--- src/rtl/park_allocator_if.sv ---
// ----------------------------------------------------------------------------
// park_allocator_if
//   Handshake bundle between the parking-lot entry/exit logic and the space
//   allocator.
//
//   Entry side : arrive_req (level) -> arrive_ack / grant_valid / grant_space
//   Exit side  : depart_req / depart_space (pulse) -> release_err
//   Status     : space_map, free_count, lot_full, gate_open
//
//   master : the requester (lot sensors / testbench) driving requests
//   slave  : the allocator answering them and publishing lot status
// ----------------------------------------------------------------------------
interface park_allocator_if;
    logic       arrive_req;
    logic       arrive_ack;
    logic       grant_valid;
    logic [2:0] grant_space;
    logic       depart_req;
    logic [2:0] depart_space;
    logic       release_err;
    logic [7:0] space_map;
    logic [3:0] free_count;
    logic       lot_full;
    logic       gate_open;

    modport master (
        output arrive_req, depart_req, depart_space,
        input  arrive_ack, grant_valid, grant_space, release_err,
               space_map, free_count, lot_full, gate_open
    );

    modport slave (
        input  arrive_req, depart_req, depart_space,
        output arrive_ack, grant_valid, grant_space, release_err,
               space_map, free_count, lot_full, gate_open
    );
endinterface

--- src/rtl/park_allocator.sv ---
// ----------------------------------------------------------------------------
// park_allocator
//   Owns the free-space map of an 8-space parking lot. An arriving car is
//   granted the highest-numbered free space and the entry gate is held open
//   for GATE_CYCLES cycles; departing cars return their space. A departure
//   naming a space that is already free is flagged with release_err.
//
//   Ports
//     clk    : system clock, rising edge
//     rst_n  : synchronous active-low reset
//     bus    : park_allocator_if.slave
//                arrive_req   in  level request, held until arrive_ack
//                arrive_ack   out one-cycle answer to arrive_req
//                grant_valid  out 1 = space granted, 0 = lot full (deny)
//                grant_space  out granted index, held until next grant
//                depart_req   in  one-cycle departure pulse
//                depart_space in  index of the space being vacated
//                release_err  out one-cycle pulse, departure of a free space
//                space_map    out bit i = 1 -> space i is free
//                free_count   out popcount(space_map), 0..8
//                lot_full     out space_map == 0 (combinational)
//                gate_open    out entry gate drive
// ----------------------------------------------------------------------------
module park_allocator #(
    parameter int NUM_SPACES  = 8,
    parameter int GATE_CYCLES = 4
) (
    input  logic           clk,
    input  logic           rst_n,
    park_allocator_if.slave bus
);

    localparam logic [7:0] ALL_FREE    = {NUM_SPACES{1'b1}};
    localparam logic [3:0] ALL_COUNT   = 4'(NUM_SPACES);
    localparam logic [3:0] GATE_LOAD   = 4'(GATE_CYCLES);

    typedef enum logic [1:0] {
        IDLE     = 2'd0,
        GATE     = 2'd1,
        WAIT_REL = 2'd2
    } state_t;

    state_t     state;
    logic [3:0] gate_cnt;

    // Highest set bit of the map; same rule as the downstream encoder.
    function automatic logic [2:0] highest_set(input logic [7:0] map);
        logic [2:0] idx;
        idx = '0;
        for (int i = 0; i < 8; i++) begin
            if (map[i]) idx = 3'(i);
        end
        return idx;
    endfunction

    // All decisions below look at the pre-edge map only, so a space released
    // on this edge cannot be granted on this edge, and a release of the space
    // being allocated is seen as a release of a free space (error).
    logic       alloc;
    logic [2:0] alloc_idx;
    logic       rel_ok;
    logic       rel_err;
    logic [7:0] map_next;
    logic [3:0] count_next;

    assign bus.lot_full = (bus.space_map == 8'h00);

    always_comb begin
        alloc      = (state == IDLE) && bus.arrive_req && !bus.lot_full;
        alloc_idx  = highest_set(bus.space_map);
        rel_ok     = bus.depart_req && !bus.space_map[bus.depart_space];
        rel_err    = bus.depart_req &&  bus.space_map[bus.depart_space];

        map_next   = bus.space_map;
        if (alloc)  map_next[alloc_idx]        = 1'b0;
        if (rel_ok) map_next[bus.depart_space] = 1'b1;

        count_next = bus.free_count - {3'b000, alloc} + {3'b000, rel_ok};
    end

    always_ff @(posedge clk) begin
        if (!rst_n) begin
            state           <= IDLE;
            gate_cnt        <= '0;
            bus.space_map   <= ALL_FREE;
            bus.free_count  <= ALL_COUNT;
            bus.grant_space <= '0;
            bus.arrive_ack  <= 1'b0;
            bus.grant_valid <= 1'b0;
            bus.release_err <= 1'b0;
            bus.gate_open   <= 1'b0;
        end else begin
            // Departures are serviced in every state.
            bus.space_map   <= map_next;
            bus.free_count  <= count_next;
            bus.release_err <= rel_err;

            // Ack and its qualifier are single-cycle pulses.
            bus.arrive_ack  <= 1'b0;
            bus.grant_valid <= 1'b0;

            case (state)
                IDLE: begin
                    if (bus.arrive_req) begin
                        bus.arrive_ack <= 1'b1;
                        if (alloc) begin
                            bus.grant_valid <= 1'b1;
                            bus.grant_space <= alloc_idx;
                            bus.gate_open   <= 1'b1;
                            gate_cnt        <= GATE_LOAD;
                            state           <= GATE;
                        end else begin
                            state <= WAIT_REL;
                        end
                    end
                end

                GATE: begin
                    // Gate was raised on the grant edge with the counter at
                    // GATE_CYCLES; dropping it as the counter leaves 1 gives
                    // exactly GATE_CYCLES high cycles.
                    gate_cnt <= gate_cnt - 4'd1;
                    if (gate_cnt <= 4'd1) begin
                        bus.gate_open <= 1'b0;
                        state         <= WAIT_REL;
                    end
                end

                WAIT_REL: begin
                    // A held request must be withdrawn before it can be
                    // answered again.
                    if (!bus.arrive_req) state <= IDLE;
                end

                default: begin
                    state         <= IDLE;
                    bus.gate_open <= 1'b0;
                end
            endcase
        end
    end

endmodule

--- src/flat_wrapper.sv ---
// flat-port wrapper written by rule: the top's interface ports become plain ports
module park_allocator_flat 
#(
    parameter int NUM_SPACES  = 8,
    parameter int GATE_CYCLES = 4
)
  (clk, rst_n, bus_arrive_req, bus_depart_req, bus_depart_space, bus_arrive_ack, bus_grant_valid, bus_grant_space, bus_release_err, bus_space_map, bus_free_count, bus_lot_full, bus_gate_open);
  park_allocator_if bus_i ();
  input  logic clk;
  input  logic rst_n;
  input wire logic [$bits(bus_i.arrive_req)-1:0] bus_arrive_req;
  input wire logic [$bits(bus_i.depart_req)-1:0] bus_depart_req;
  input wire logic [$bits(bus_i.depart_space)-1:0] bus_depart_space;
  output wire logic [$bits(bus_i.arrive_ack)-1:0] bus_arrive_ack;
  output wire logic [$bits(bus_i.grant_valid)-1:0] bus_grant_valid;
  output wire logic [$bits(bus_i.grant_space)-1:0] bus_grant_space;
  output wire logic [$bits(bus_i.release_err)-1:0] bus_release_err;
  output wire logic [$bits(bus_i.space_map)-1:0] bus_space_map;
  output wire logic [$bits(bus_i.free_count)-1:0] bus_free_count;
  output wire logic [$bits(bus_i.lot_full)-1:0] bus_lot_full;
  output wire logic [$bits(bus_i.gate_open)-1:0] bus_gate_open;
  assign bus_i.arrive_req = bus_arrive_req;
  assign bus_i.depart_req = bus_depart_req;
  assign bus_i.depart_space = bus_depart_space;
  assign bus_arrive_ack = bus_i.arrive_ack;
  assign bus_grant_valid = bus_i.grant_valid;
  assign bus_grant_space = bus_i.grant_space;
  assign bus_release_err = bus_i.release_err;
  assign bus_space_map = bus_i.space_map;
  assign bus_free_count = bus_i.free_count;
  assign bus_lot_full = bus_i.lot_full;
  assign bus_gate_open = bus_i.gate_open;
  park_allocator #(.NUM_SPACES(NUM_SPACES), .GATE_CYCLES(GATE_CYCLES)) u_core (.clk(clk), .rst_n(rst_n), .bus(bus_i));
endmodule
--- config.mk ---
export PLATFORM = sky130hd
export DESIGN_NAME = park_allocator_flat
export DESIGN_NICKNAME = d
export VERILOG_FILES = /design/src/rtl/park_allocator_if.sv /design/src/rtl/park_allocator.sv /design/src/flat_wrapper.sv
export SDC_FILE = /design/constraint.sdc
export NUM_CORES = 1
export LEC_CHECK = 0
export ABC_AREA = 1
export CAP_MARGIN = 40
export CORE_MARGIN = 5
export CORE_UTILIZATION = 35
export DETAILED_ROUTE_END_ITERATION = 10
export GPL_TIMING_DRIVEN = 0
export SYNTH_ARGS = -nofsm -noshare
export SYNTH_HDL_FRONTEND = slang
export SYNTH_SLANG_ARGS = --single-unit
export TNS_END_PERCENT = 5
--- constraint.sdc ---
create_clock -name clk -period 2.38 [get_ports clk]
set_clock_uncertainty 0.2 [all_clocks]
set_input_delay 0.714 -clock clk [delete_from_list [all_inputs] [get_ports clk]]
set_output_delay 0.714 -clock clk [all_outputs]
set_load 0.01 [all_outputs]
# Word-level counts from Yosys, hierarchy flattened
# Cells that the tools add are included.
# word_totals
ff_bits,25
inputBits,7
wordCells,73
out_inout_bits,20
# classes
n_eq_ne,6
reduce_logical,17
mux,29
magnitude_cmp,5
addsub,3
bitwise_logic,4
# ops
operator,count
two-way mux 8 bit,2
two-way mux 2 bit,6
two-way mux 3 bit,4
AND reduction 3 bit,4
two-way mux 1 bit,9
bitwise AND 8 bit,1
logical NOT 8 bit,1
< comparator 3 x 4 -> 1 bit (second input constant),2
two-way mux 4 bit,2
inverter 8 bit,1
bitwise OR 8 bit,1
one-hot mux 4 bit (2 select lines),1
demux 1 bit (select 3 bit),2
>= comparator 3 x 1 -> 1 bit (second input constant),2
logical AND 1 bit,6
one-hot mux 2 bit (3 select lines),1
adder 4 x 1 -> 4 bit,1
<= comparator 4 x 1 -> 1 bit (second input constant),1
inequality test 2 x 1 -> 1 bit (second input constant),2
inequality test 2 bit (second input constant),2
AND reduction 4 bit,1
subtractor 4 x 1 -> 4 bit,1
subtractor 4 x 1 -> 4 bit (second input constant),1
binary-select mux 1 bit (select 3 bit),1
other kinds (8),9

# Longest topological paths before layout
# Gate-level depths: netlist (run 1).
# depth
depth_word,16
depth_mapped,14
mapped_depth_nobuf,13

# Worst setup path before layout (run 1)
# OpenSTA, ideal clock, no wires.
# synth_path
path_type,input-to-reg
start,input port bus_depart_space[0]
end,register u_core.bus.free_count[2] (netlist bit)
arrival_time_ns,2.190
path_stages,12
slack_ns,-0.137
t_required_ns,2.052
path_buffers,1
setup_ns,0.128
cell_sequence,buf_6 > or2_0 > nand3_2 > nand2_2 > nor2_4 > nand2_4 > inv_1 > ha_1 > inv_1 > fa_1 > xor2_1 > nor2_1
# synth_via
elab_chain_cells,5
# synth_rtl
item,line_no,text
start: declaration,flat_wrapper.sv:13,input wire logic [$bits(bus_i.depart_space)-1:0] bus_depart_space;
binary-select mux 1 bit (select 3 bit),park_allocator.sv:71,rel_ok = bus.depart_req && !bus.space_map[bus.depart_space];
two-way mux 1 bit (implied by the code),park_allocator.sv:71,
logical NOT 1 bit,park_allocator.sv:71,
logical AND 1 bit,park_allocator.sv:71,
adder 4 x 1 -> 4 bit,park_allocator.sv:78,"count_next = bus.free_count - {3'b000, alloc} + {3'b000, rel_ok};"
end signal: assignment,park_allocator.sv:95,bus.free_count <= count_next;
end: declaration,park_allocator_if.sv:35,"space_map, free_count, lot_full, gate_open"
# Every way passes these cells. The select of a mux whose other input is x is not followed.
# A chain may end at the register's enable or synchronous reset.

# Final worst setup path (run 1)
# layout_path
start,register u_core.bus.space_map[4] (netlist bit)
end,output port bus_lot_full
# layout_via
elab_chain_cells,1
# layout_rtl
item,line_no,text
start: declaration,park_allocator_if.sv:35,
start signal: assignment,park_allocator.sv:94,bus.space_map <= map_next;
logical NOT 8 bit,park_allocator.sv:66,assign bus.lot_full = (bus.space_map == 8'h00);
end: declaration,flat_wrapper.sv:20,output wire logic [$bits(bus_i.lot_full)-1:0] bus_lot_full;
# Every way passes these cells.

==> reports/metrics.cfg, run 1 <==
[die]
die_w_um=72.4
core-area_um2=3720
start_util_pct=36.6
die_h_um=72.4
rows=22
die_area_um2=5240
boundaryPins=27

[timing]
slew_viol_final=0
max_clock_freq_ghz=0.436
min_period_over_period_pct=96.4
hold_viol_final=0
fin_crit_ns=2.29
slew_headroom_pct=70.5
rsz0062_at_grt=no
tightest_slew_ns=0.442
setup_viol=0

[clocking]
hold_buffers=0
insertion_delay_ns=0.27
clock-sinks=25
clkTransAtPathRegs_ns=0.09
clk_path_buf_depth=2
cts_tree=built
htreeDepth=1
root_buffer=clkbuf_8
cts_inserted_buffers=3

[detailed_routing]
vias_per_cell=4.74
wl_per_cell_um=11.6
drc=0
drt-total-wl_mm=3.12
ant_nets=0
first_pass_iters=4
num_vias=1280
drt_iter0_drc=34

[power_and_ir_drop]
p_clk_share_pct=21.1
p_per_area_nw_per_um2=663
pwr-share-seq_pct=43.7
p_comb_share_pct=35.2
internal_power_uw=786
total_power_mw=1.18
ir_worst_vdd_mv=0.343
switchingPower_uw=391
p_leak_nw=0.785
sw_frac_of_total_pct=33.2

[worst_setup_path]
path_cells=nor2_1 > nand2_2 > nor2_4 > dlygate4sd2_1
crit_path_start_kind=flip-flop
cp_slowest_cell=dfxtp_1
slowest_delay_ns=0.36
r2r_start=u_core.bus.space_map[4]
worstPathArrival_ns=1.38
path_class=reg -> out
cp_max_fo=5
critPathLaunch=u_core.bus.space_map[4]
crit_required_ns=1.47
critPathCaptureType=primary output

[min_path]
hp-class=reg -> reg
hold_start=u_core.bus.grant_space[2]

[final_layout]
syn_to_final_growth_pct=30.4
fin_nets=237
nFillCells=400
fin_area_um2=1780
layout-drive-gt1-share_pct=16.7
antenna_cells=0

[yosys]
synth_cell_type_count=29
syn_nets=205
syn-cell-area_um2=1360
syn-mean-instance-area_um2=7.13
ys_seq_area_share_pct=36.8
synthCells=191
ys_seq_elements=25
yosys_warnings=0

[global_routing]
grt_pass1_vias=1201
grt_max_degree=15
antenna_found_initial=0
grt_overflow=0
track_usage_pct=12.6
grt_pass1_wl_mm=5.29

[place]
dpl_cell_area_um2=1690
place_hpwl_mm=2.35
place.gp.congestion=0.829
portBuffers=24

[outcome]
status=finished, final reports clean

[run]
maxCapViolations=0

-- power groups by stage --
stage | combinational (mW) | sequential (mW) | clock (mW)
after floorplan | 0.247 | 0.538 | 0
after global placement | 0.399 | 0.525 | 0
after detailed placement | 0.406 | 0.526 | 0
after CTS | 0.416 | 0.516 | 0.257
after global routing | 0.468 | 0.526 | 0.275
final | 0.415 | 0.515 | 0.248
-- per-layer routing --
metal  global-route usage (%)  vias to the layer above  part of all wire, %
met4                     3.76                        0                  1.2
met5                        0                        -                    0
met1                     17.3                      575                   48
li1                         -                      675                    -
met2                     19.9                       25                   46
met3                     2.49                        5                  5.1
-- cell families after synthesis --
family                   count (synthesis)  synth area share (%)
buffers and inverters                   32                  9.47
flip-flops                              25                  36.8
AO/OA/AOI/OAI                           25                  11.1
adder cells (fa/ha/maj)                  7                  6.99
AND/OR/NAND/NOR                        100                  34.4
XOR/XNOR                                 2                  1.29
-- placed cells by master, fill, tap and decap left out, drive strengths merged --
cell type,count
fa,1
nand3,17
inv,29
ha,6
o21a,1
xor2,2
nor3,1
a31oi,2
o21ai,10
nand4,7
clkdlybuf4s15,1
buf,6
a21oi,8
nor2,25
dlygate4sd2,2
o21bai,1
nand2,47
clkinv,1
or2,3
a211oi,2
o211ai,1
clkbuf,4
dfxtp,25
clkdlybuf4s50,20
-- through the flow --
| stage | TNS [ns] | setup WS [ns] | hold slack (ns) | util, % | cells |
|---|---|---|---|---|---|
| after floorplan | -0.186 | -0.105 | 0.252 | - | 191 |
| after global placement | -2.24 | -0.683 | 0.251 | 45.4 | 263 |
| after detailed placement | -2.29 | -0.703 | 0.261 | 45.4 | 263 |
| after CTS | -0.00787 | -0.00787 | 0.274 | 47.3 | 269 |
| after global routing | 0 | 0.00180 | 0.313 | 47.8 | 270 |
| final | 0 | 0.0853 | 0.270 | 47.8 | 270 |
-- registers in the layout (all words and copies together) (netlist names) --
signal / count
u_core.bus.grant_valid: 1
u_core.gate_cnt: 4
u_core.bus.arrive_ack: 1
u_core.bus.space_map: 8
u_core.bus.grant_space: 3
u_core.bus.release_err: 1
u_core.bus.free_count: 4
u_core.state: 2
u_core.bus.gate_open: 1
-- area by class of cell --
cell class / count / area, µm² / area share, %
timing repair buffer: 27 / 256 / 14.4
multi-input combinational: 134 / 774 / 43.6
buffer: 3 / 23.8 / 1.34
sequential: 25 / 500 / 28.2
inverter: 29 / 114 / 6.41
tap: 48 / 60.1 / 3.38
clock buffer: 3 / 41.3 / 2.33
clock inverter: 1 / 5.00 / 0.282
-- critical path: cells and delay by family (launching register included) --
kind                   cells  cell delay [ns]
buffers and inverters      1             0.28
flip-flops                 1             0.36
AND/OR/NAND/NOR            3             0.47
-- path summary, 6_finish.rpt --
kind / end / cells past startpoint / slack [ns]
setup / recovery: bus_lot_full / 4 / 0.09
hold / removal: u_core.bus.grant_space[2] / 2 / 0.27
setup reg to reg: u_core.bus.free_count[1] / 10 / 0.11
hold reg to reg: u_core.bus.grant_space[2] / 2 / 0.27
-- repair_timing --
action | CTS | global route
resized for setup | 11 | 7
setup buffers | 2 | 1
pin swaps | 3 | 1
setup endpoints to repair | 4 | 4
-- synthesized netlist by cell type, drive strengths merged --
cell	instances	area (µm²)
o21a	1	7.51
o211ai	1	7.51
o21bai	1	18.8
dfxtp	25	500
a31oi	2	12.5
inv	29	109
a21oi	8	40.0
a211oi	2	15.0
clkbuf	1	3.75
xor2	2	17.5
or2	3	18.8
o21ai	10	50.0
nand2	47	194
buf	2	16.3
nand4	7	43.8
nor2	25	116
nor3	1	5.00
fa	1	20.0
nand3	17	90.1
ha	6	75.1
Power figures use the tool's default switching activity.
==> run 2: changes to the inputs <==
- CAP_MARGIN: 40 -> 25
- SLEW_MARGIN: unset -> 40
==> results of run 2 <==
No change in the layout: final DEF, timing and power equal those of run 1.
==> run 3: changes to the inputs <==
- DONT_BUFFER_PORTS: unset -> 1
- SKIP_CTS_REPAIR_TIMING: unset -> 1
==> run 3 against run 2 <==
  * Combinational power decreased by 27%
  * Sequential power increased by 5.2%
  * Wire length decreased by 3.4%
  * Global-route usage decreased by 0.71 points
  * Cell count decreased by 8.1%
  * Highest routed layer unchanged
  * Via count decreased by 5.8%
  * First-iteration DRC count increased by 88%
  * Sequential share of layout area increased by 4.2 points
  * Maximum frequency increased by 0.99%
  * Core utilization decreased by 5.3 points
  * Clock power increased by 4%
  * Final area decreased by 11%
==> reports/metrics.cfg, run 3 (synthesized netlist as in run 1, its figures left out) <==
[final_layout]
reg_top3=u_core.bus.space_map x8, u_core.bus.free_count x4, u_core.gate_cnt x4
layout-drive-gt1-share_pct=22.0
largest_register_ff_count=8
final_common_cell=nand2_1
fin_nets=215
largest_register=u_core.bus.space_map
syn_to_final_growth_pct=15.9
final_cell_mix=nand2_1, inv_1, dfxtp_1
fin_area_um2=1580
antenna_cells=0
nFillCells=392

[global_routing]
grt_pass1_wl_mm=4.97
antenna_found_initial=0
grt_max_degree=15
grt_pass1_vias=1112
grt_overflow=0
track_usage_pct=11.9

[worst_setup_path]
worstPathArrival_ns=2.22
path_class=reg -> reg
critPathCaptureType=flip-flop
cp_max_fo=5
crit_path_start_kind=flip-flop
slowest_delay_ns=0.50
path_cells=nor2_1 > nand2_2 > nor2_4 > nor2_4 > ha_1 > inv_1 > ha_4 > inv_2 > fa_2 > nor2_1
cp_top_family=adder cells
crit_required_ns=2.33
crit_buf_inv=2
cp_slowest_cell=fa_2

[die]
die_area_um2=5240
rows=22
die_w_um=72.4
die_h_um=72.4
core-area_um2=3720
start_util_pct=36.6
boundaryPins=27

[detailed_routing]
wl_per_cell_um=12.1
vias_per_cell=4.86
first_pass_iters=4
drt_iter0_drc=64
ant_nets=0
drt-total-wl_mm=3.01
num_vias=1206
drc=0

[clocking]
cts_tree=built
clk_path_buf_depth=2
root_buffer=clkbuf_8
htreeDepth=1
clock-sinks=25
clkTransAtPathRegs_ns=0.09
cts_inserted_buffers=3
insertion_delay_ns=0.27

[timing]
slew_headroom_pct=69.2
slew_viol_final=0
max_clock_freq_ghz=0.440
hold_viol_final=0
tightest_slew_ns=0.462
fin_crit_ns=2.27
min_period_over_period_pct=95.5
setup_viol=0
setup_ws_ns=0.108

[power_and_ir_drop]
p_comb_share_pct=27.6
ir_worst_vdd_mv=0.244
pwr-share-seq_pct=49.1
total_power_mw=1.10
switchingPower_uw=384
internal_power_uw=720
p_leak_nw=0.692
sw_frac_of_total_pct=34.8
p_per_area_nw_per_um2=700
p_clk_share_pct=23.3

[outcome]
status=finished, final reports clean

[place]
dpl_cell_area_um2=1450
place.gp.congestion=0.860
portBuffers=0
place_worst_setup_slack_ns=-0.213
place_hpwl_mm=2.29

[run]
maxCapViolations=0

[min_path]
hp-class=reg -> reg

[run 3: power groups by stage]
stage	sequential [mW]	combinational, mW	clock, mW
6_report	0.542	0.305	0.257
5_1_grt	0.550	0.368	0.285
4_1_cts	0.543	0.295	0.267
3_5_place_dp	0.552	0.294	0
3_3_place_gp	0.553	0.287	0
2_1_floorplan	0.538	0.247	0
[run 3: layer usage]
metal	share of wire (%)	GRT usage, %	up-vias
met2	45	17.8	23
met4	1.1	3.76	0
met3	7.1	4.29	4
met5	0	0	-
li1	-	-	640
met1	47	15.9	539
[run 3: cell type report]
cell class | instances | area (µm²) | share of cell area, %
Buffer | 3 | 23.8 | 1.51
Clock buffer | 3 | 41.3 | 2.62
Clock inverter | 1 | 5.00 | 0.317
Inverter | 29 | 111 | 7.06
Multi-Input combinational cell | 134 | 787 | 49.9
Sequential cell | 25 | 512 | 32.4
Tap cell | 48 | 60.1 | 3.81
Timing Repair Buffer | 5 | 37.5 | 2.38
[run 3: worst paths after layout]
kind	depth (start not counted)	start	slack, ns	endpoint
worst min-delay path	2	u_core.gate_cnt[1]	0.28	u_core.gate_cnt[1]
worst max register to register	10	u_core.bus.space_map[0]	0.11	u_core.bus.free_count[1]
worst min register to register	2	u_core.gate_cnt[1]	0.28	u_core.gate_cnt[1]
worst max-delay path	10	u_core.bus.space_map[0]	0.11	u_core.bus.free_count[1]
[run 3: worst reg2reg max path: cells and delay by family (launching register included)]
kind	cells	cell delay (ns)
fa+ha+maj	3	0.90
simple gates	5	0.56
flops	1	0.36
buf+inv	2	0.13
[run 3: stage by stage]
stage / hold WS (ns) / util, % / std cells / TNS (ns)
5_1_grt: 0.316 / 42.5 / 248 / -0.0110
2_1_floorplan: 0.252 / - / 191 / -0.186
4_1_cts: 0.286 / 40.2 / 243 / -0.522
6_report: 0.284 / 42.5 / 248 / 0
3_3_place_gp: 0.269 / 39.0 / 239 / -0.474
3_5_place_dp: 0.273 / 39.0 / 239 / -0.537
